==> config.mk <==
export PLATFORM = sky130hd
export DESIGN_NAME = uart_tx_arbiter
export DESIGN_NICKNAME = d
export VERILOG_FILES = /design/src/rtl/uart_tx_arbiter.sv
export SDC_FILE = /design/constraint.sdc
export NUM_CORES = 1
export LEC_CHECK = 0
export CORE_ASPECT_RATIO = 2
export CORE_MARGIN = 2
export CORE_UTILIZATION = 48
export CTS_BUF_LIST = sky130_fd_sc_hd__clkbuf_16
export CTS_CLUSTER_DIAMETER = 50
export DETAILED_ROUTE_END_ITERATION = 6
export MAX_ROUTING_LAYER = met4
export PLACE_DENSITY_LB_ADDON = 0.08
export SYNTH_ARGS = -nofsm -noshare
export SYNTH_HDL_FRONTEND = slang
export SYNTH_SLANG_ARGS = --single-unit
==> constraint.sdc <==
create_clock -name clock_i -period 6.1 [get_ports clock_i]
set_input_delay 1.22 -clock clock_i [delete_from_list [all_inputs] [get_ports clock_i]]
set_output_delay 1.22 -clock clock_i [all_outputs]
set_load 0.02 [all_outputs]
==> src/rtl/uart_tx_arbiter.sv <==
// uart_tx_arbiter: round-robin sharing of one UART transmitter among
// NUM_REQ byte requesters, with message locking and baud_div ownership.
//
// Ports:
//   clock_i, resetn_i   clock and async active-low reset
//   cfg_baud_div_i      requested divider; applied only while fully idle
//   baud_div_o          divider currently driven to the UART
//   req_valid_i/_data_i/_last_i  per-requester byte stream
//   req_ready_o         one-hot accept strobe (LOAD cycle of the owner)
//   grant_o             one-hot current owner, 0 when unlocked
//   txen_o, tx_data_o   one-cycle transmit strobe and byte to the UART
//   tx_ing_i            UART transmit-in-progress
//   busy_o              arbiter not idle
//   timeout_err_o       one-cycle pulse on start or hold timeout
module uart_tx_arbiter #(
    parameter int          NUM_REQ       = 4,
    parameter logic [11:0] BAUD_DIV_RST  = 12'd87,
    parameter int          START_TIMEOUT = 16,
    parameter int          HOLD_TIMEOUT  = 4096
) (
    input  logic                   clock_i,
    input  logic                   resetn_i,
    input  logic [11:0]            cfg_baud_div_i,
    output logic [11:0]            baud_div_o,
    input  logic [NUM_REQ-1:0]     req_valid_i,
    input  logic [NUM_REQ*8-1:0]   req_data_i,
    input  logic [NUM_REQ-1:0]     req_last_i,
    output logic [NUM_REQ-1:0]     req_ready_o,
    output logic [NUM_REQ-1:0]     grant_o,
    output logic                   txen_o,
    output logic [7:0]             tx_data_o,
    input  logic                   tx_ing_i,
    output logic                   busy_o,
    output logic                   timeout_err_o
);

    localparam int IDX_W = $clog2(NUM_REQ);
    localparam int TMR_W = $clog2(HOLD_TIMEOUT + 1);

    // Timeouts fire in the last allowed cycle of the waiting state, the
    // timer being 0 in the first cycle of that state.
    localparam logic [TMR_W-1:0] START_LAST = TMR_W'(START_TIMEOUT - 1);
    localparam logic [TMR_W-1:0] HOLD_LAST  = TMR_W'(HOLD_TIMEOUT - 1);
    localparam logic [TMR_W-1:0] TMR_MAX    = '1;
    localparam logic [IDX_W-1:0] IDX_LAST   = IDX_W'(NUM_REQ - 1);

    typedef enum logic [2:0] {
        IDLE,
        LOAD,
        WAIT_START,
        WAIT_DONE,
        HOLD
    } state_e;

    state_e             state_q, state_d;
    logic [IDX_W-1:0]   owner_q, owner_d;
    logic [IDX_W-1:0]   rr_q, rr_d;
    logic [NUM_REQ-1:0] grant_q, grant_d;
    logic               last_q, last_d;
    logic [TMR_W-1:0]   timer_q, timer_d;
    logic [11:0]        baud_q, baud_d;

    logic               pick_found;
    logic [IDX_W-1:0]   pick_idx;
    logic [IDX_W-1:0]   cand;
    logic [IDX_W-1:0]   owner_nxt;

    // First valid requester at or after rr_q, wrapping around.
    always_comb begin
        pick_found = 1'b0;
        pick_idx   = '0;
        cand       = '0;
        for (int k = 0; k < NUM_REQ; k++) begin
            cand = IDX_W'((int'(rr_q) + k) % NUM_REQ);
            if (!pick_found && req_valid_i[cand]) begin
                pick_found = 1'b1;
                pick_idx   = cand;
            end
        end
    end

    assign owner_nxt = (owner_q == IDX_LAST) ? '0 : owner_q + 1'b1;

    always_comb begin
        state_d       = state_q;
        owner_d       = owner_q;
        rr_d          = rr_q;
        grant_d       = grant_q;
        last_d        = last_q;
        baud_d        = baud_q;
        txen_o        = 1'b0;
        tx_data_o     = 8'h00;
        req_ready_o   = '0;
        timeout_err_o = 1'b0;

        unique case (state_q)
            IDLE: begin
                // The UART being busy externally blocks both the divider
                // update and arbitration.
                if (!tx_ing_i) begin
                    baud_d = cfg_baud_div_i;
                    if (pick_found) begin
                        owner_d = pick_idx;
                        grant_d = NUM_REQ'(1) << pick_idx;
                        state_d = LOAD;
                    end
                end
            end
            LOAD: begin
                txen_o      = 1'b1;
                tx_data_o   = req_data_i[{owner_q, 3'b000} +: 8];
                req_ready_o = grant_q;
                last_d      = req_last_i[owner_q];
                state_d     = WAIT_START;
            end
            WAIT_START: begin
                if (tx_ing_i) begin
                    state_d = WAIT_DONE;
                end else if (timer_q >= START_LAST) begin
                    timeout_err_o = 1'b1;
                    grant_d       = '0;
                    rr_d          = owner_nxt;
                    state_d       = IDLE;
                end
            end
            WAIT_DONE: begin
                if (!tx_ing_i) begin
                    if (last_q) begin
                        grant_d = '0;
                        rr_d    = owner_nxt;
                        state_d = IDLE;
                    end else begin
                        state_d = HOLD;
                    end
                end
            end
            HOLD: begin
                if (req_valid_i[owner_q]) begin
                    state_d = LOAD;
                end else if (timer_q >= HOLD_LAST) begin
                    timeout_err_o = 1'b1;
                    grant_d       = '0;
                    rr_d          = owner_nxt;
                    state_d       = IDLE;
                end
            end
            default: begin
                grant_d = '0;
                state_d = IDLE;
            end
        endcase
    end

    // Cleared on every state change, saturating otherwise.
    always_comb begin
        timer_d = timer_q;
        if (state_d != state_q) begin
            timer_d = '0;
        end else if (timer_q != TMR_MAX) begin
            timer_d = timer_q + 1'b1;
        end
    end

    always_ff @(posedge clock_i or negedge resetn_i) begin
        if (!resetn_i) begin
            state_q <= IDLE;
            owner_q <= '0;
            rr_q    <= '0;
            grant_q <= '0;
            last_q  <= 1'b0;
            timer_q <= '0;
            baud_q  <= BAUD_DIV_RST;
        end else begin
            state_q <= state_d;
            owner_q <= owner_d;
            rr_q    <= rr_d;
            grant_q <= grant_d;
            last_q  <= last_d;
            timer_q <= timer_d;
            baud_q  <= baud_d;
        end
    end

    assign baud_div_o = baud_q;
    assign grant_o    = grant_q;
    assign busy_o     = (state_q != IDLE);

endmodule

Word level (Yosys, flattened, before mapping)
Cells that the tools add are included.
{ "word_totals": {"register_bits": 37, "latch_bits": 0, "ramBits": 0, "mem_bits_ro": 0, "output_inout_bits": 31, "elab_cells": 108, "mem_count": 0} }
{ "op_classes": {"n_addsub": 5, "multipliers": 0, "div_mod_pow": 0, "magnitude_cmp": 7, "n_eq_ne": 15, "shifts": 2, "n_mux": 56, "n_bitwise": 2, "n_reduce_logical": 14} }
{ "op_table": {"columns": ["op", "count"], "rows": [
  ["two-way mux 4 bit", 9],
  ["variable part select 32 x 6 -> 8 bit", 1],
  ["two-way mux 13 bit", 2],
  ["two-way mux 3 bit", 8],
  ["two-way mux 2 bit", 11],
  ["case mux 4 bit (5 select lines)", 1],
  ["!= test 2 bit (second input constant)", 8],
  ["< comparator 2 x 3 -> 1 bit (second input constant)", 5],
  ["two-way mux 1 bit", 15],
  ["case mux 3 bit (5 select lines)", 1],
  ["adder 13 x 1 -> 13 bit (second input constant)", 1],
  [">= comparator 13 x 12 -> 1 bit (second input constant)", 1],
  [">= comparator 13 x 4 -> 1 bit (second input constant)", 1],
  ["!= test 13 bit (second input constant)", 1],
  ["binary-select mux 1 bit (select 2 bit)", 6],
  ["AND reduction 9 bit", 1],
  ["two-way mux 8 bit", 1],
  ["AND reduction 7 bit", 1],
  ["== test 3 x 2 -> 1 bit (second input constant)", 2],
  ["case mux 2 bit (3 select lines)", 1],
  ["nonzero test 3 bit", 2],
  ["adder 2 x 1 -> 2 bit (second input constant)", 2],
  ["adder 2 bit (second input constant)", 2],
  ["left shift 1 x 2 -> 4 bit (first input constant)", 1],
  ["other kinds (12)", 17]
]} }

Depth between registers and ports, before layout
{ "logic_depth": {"depth_word": 17, "depth_mapped": 7, "depth_no_buf": 6} }

Worst setup path after synthesis
OpenSTA, ideal clock, no wires.
{ "synth_timing": {"path_type": "in2out", "startpoint": "input port req_valid_i[3]", "endpoint": "output port timeout_err_o", "arrival_time_ns": 2.220, "required_ns": 4.880, "path_slack_ns": 2.660, "stages": 3, "path_buffers": 0, "cell_sequence": "mux4_2 > nand2b_1 > o32ai_1"} }
{ "synth_between": {"elab_chain_len": 4} }
{ "synth_rtl": {"columns": ["item", "line", "text"], "rows": [
  ["from (decl)", "25", "input logic [NUM_REQ-1:0] req_valid_i,"],
  ["binary-select mux 1 bit (select 2 bit)", "138", "if (req_valid_i[owner_q]) begin"],
  ["two-way mux 1 bit (not written as such)", "138", null],
  ["two-way mux 1 bit", "138", null],
  ["case mux 1 bit (2 select lines)", "96", "unique case (state_q)"],
  ["to (decl)", "34", "output logic timeout_err_o"]
]} }
No other way between the ends. The select of a mux whose other input is x is not followed.

Final worst setup path
Same ends and word-level chain as after synthesis.

==> flow_summary.ini <==
[power_and_ir_drop]
leakage_nw = 1.33
vdd_drop_max_mv = 0.345
total_power_mw = 1.36
power_density_mw_per_mm2 = 415

[yosys]
synthFlopType = dfrtp_1
synth_edf_count = 0
syn_nets = 267
yosys_warnings = 0
synthCells = 210
synthDistinctLibCells = 48
synth_area_per_cell_um2 = 10.7
synthArstFlopShare_pct = 100
netlist_area_mm2 = 0.00224
synth_seq_cells = 37
synth-seq-area-share_pct = 41.5

[clock_tree]
tritoncts = built
ctsResizeCount = 0
cts_buffer_depth = 2
clk_pin_slew_worst_paths_ns = 0.06
cts_buffers = 5
cts_sinks = 37
post_cts_buffers = 0
clock-root-buffer = clkbuf_16
hold_buffers = 0
clock_latency_ns = 0.28
htreeDepth = 2

[critical_path]
start_kind = primary input
worstReg2RegStart = owner_q[0]$_DFFE_PN0P_
critPathKind = in2out
r2r_cells = 5
rrSetupSlack_ns = 3.58
worstReg2RegEnd = timer_q[2]$_DFFE_PN0P_
cp-end-kind = primary output
critPathRequiredTime_ns = 4.88
cp.arrival_ns = 3.33
path_max_fanout = 7

[global_routing]
gr-usage-all-layers_pct = 24.7
grt_util_met2_pct = 43.7
busiest_layer = met2
grt_antenna_before_repair = 0
gr-total-overflow = 0
grt_pass1_wl_um = 9480
grt_max_degree = 38
met1_usage_pct = 24.9
use_met3_pct = 3.71
grt_pass1_vias = 1957

[drt]
drc_errors = 0
drt_wl_total_um = 5920
via_per_inst = 5.74
first_pass_iters = 4
via_count = 2009
avgRoutedWirePerCell_um = 16.9
detail-route-antenna-nets = 0
drt_iter0_markers = 21

[die]
start_util_pct = 49.3
pin_count = 86
die_y_um = 101
die_x_um = 52.4
core-area_mm2 = 0.00455
die_area_mm2 = 0.00527
row_count = 35

[placement]
place_congestion = 0.885
portBuffers = 85
dpl.cell_count = 342
dp_slack_ns = 1.58
placed_area_mm2 = 0.00312
hpwl_um = 4500

[timing]
layout_min_cycle_time_ns = 4.55
drv_slew = 0
clock_skew_ns = 0.00652
worst_pin_slew_ns = 0.914
max-slew-margin-rel_pct = 38.5
fmax_mhz = 220
fin_crit_sh_pct = 74.6
setup_viol = 0
final.setup.tns_ns = 0
final_hold_viol_count = 0
rsz0062_at_grt = false
layout_setup_ws_ns = 1.55

[finish]
diodes = 0
drive_gt1_share_pct = 16.3
area_growth_pct = 46.5
final_cells = 350
final_nets = 351
postLayoutCellArea_mm2 = 0.00329

[worst_hold_path]
worstHoldEndpoint = baud_div_o[11]$_DFFE_PN0P_
holdPathStages = 1
worstHoldStart = baud_div_o[11]$_DFFE_PN0P_
min_path_type = reg2reg

[run_status]
outcome = completed

[run]
maxCapViolCount = 0
-- cells in the mapped netlist (2+ instances only) --
cell       count  area [um2]
a211oi_1       2        15.0
a21oi_1        7        35.0
a22o_1         2        17.5
a41oi_1        2        17.5
and2_1        13        81.3
and3_1         4        25.0
and4_1         2        17.5
buf_2          5        25.0
buf_6          2        22.5
clkbuf_1       3        11.3
dfrtp_1       32         801
dfstp_2        5         131
ha_1           2        25.0
inv_1          4        15.0
mux2_2        15         169
mux2i_1        2        20.0
mux4_2        10         225
nand2_1       14        52.6
nand2b_1       6        37.5
nand3_1        3        15.0
nand3b_1       2        15.0
nand4_1        4        25.0
nor2_1        23        86.3
nor3_1         3        15.0
nor3b_1        2        15.0
nor4_1         3        18.8
o21ai_0        8        40.0
o2bb2ai_1      2        17.5
or3_1          2        12.5
xnor2_1        3        26.3
xor2_1         6        52.6
-- per-layer routing --
metal	wire length [um]	share of wire (%)
met1	2070	35
met4	220	3.7
met2	3260	55
met3	365	6.2
met5	0	0
-- sequential cells by signal, summed over array words and instances, names as in the netlist --
name / count
rr_q: 2
timer_q: 13
grant_o: 4
last_q: 1
state_q: 3
owner_q: 2
baud_div_o: 12
-- area by class of cell --
| class | count | area (um2) |
|---|---|---|
| tap | 55 | 68.8 |
| clock buffer | 5 | 125 |
| clock inverter | 3 | 42.5 |
| inverter | 4 | 15.0 |
| timing repair buffer | 87 | 866 |
| multi-input combinational | 159 | 1240 |
| sequential | 37 | 932 |
| fill | 364 | 1270 |
-- where the power goes --
group	internal [mW]	switching [mW]
sequential	0.341	0.105
combinational	0.342	0.286
clock	0.192	0.0983
-- how the worst max path moves through the flow --
| stage | from | end | slack [ns] | cells past startpoint |
|---|---|---|---|---|
| after floorplan | req_valid_i[3] | timeout_err_o | 2.66 | 3 |
| after detailed placement | req_valid_i[3] | timeout_err_o | 1.58 | 5 |
| after CTS | req_valid_i[3] | timeout_err_o | 1.54 | 5 |
| after global routing | req_valid_i[3] | timeout_err_o | 1.49 | 5 |
| final | req_valid_i[3] | timeout_err_o | 1.55 | 5 |
| after global placement | req_valid_i[3] | timeout_err_o | 1.60 | 5 |
-- logic make-up (layout without fill, tap and decap cells) --
group / count (synthesis) / in the layout / synth area share [%]
AOI/OAI and AO/OA: 36 / 36 / 11.8
xor gates and xnor gates: 9 / 9 / 3.51
adders and majority gates: 2 / 2 / 1.11
buffers and inverters: 14 / 99 / 3.29
DFF: 37 / 37 / 41.5
muxes: 27 / 27 / 18.5
and+or+nand+nor: 85 / 85 / 20.3
-- placed cells by master (no fill, tap or decap), drive strengths merged, types with 2 or more instances in the layout --
master,netlist,layout
and3,4,4
nor2,24,24
nand4,4,4
or3,3,3
and2,13,13
nor3,3,3
nand2b,6,6
o31ai,2,2
o21ai,8,8
buf,7,2
and4,2,2
inv,4,5
mux2i,2,2
nand3b,2,2
clkbuf,3,5
dfstp,5,5
nand2,14,14
xnor2,3,3
a21oi,7,7
clkdlybuf4s50,0,85
ha,2,2
a41oi,2,2
mux2,15,15
a211oi,2,2
nand3,3,3
nor3b,3,3
o2bb2ai,2,2
dfrtp,32,32
a22o,2,2
xor2,6,6
nor4,4,4
mux4,10,10
-- worst max-delay path: stages --
cell	delay, ns
clkdlybuf4s50_1	0.51
mux4_2	0.57
nand2b_1	0.20
o32ai_1	0.16
clkdlybuf4s50_1	0.66
-- per-stage QoR --
step                      hold slack [ns]  utilization (%)
after CTS                           0.509             72.2
final                               0.505             72.2
after global placement              0.490             68.5
after global routing                0.514             72.2
after floorplan                     0.472                -
after detailed placement            0.495             68.5
(Power assumes the default switching activity.)
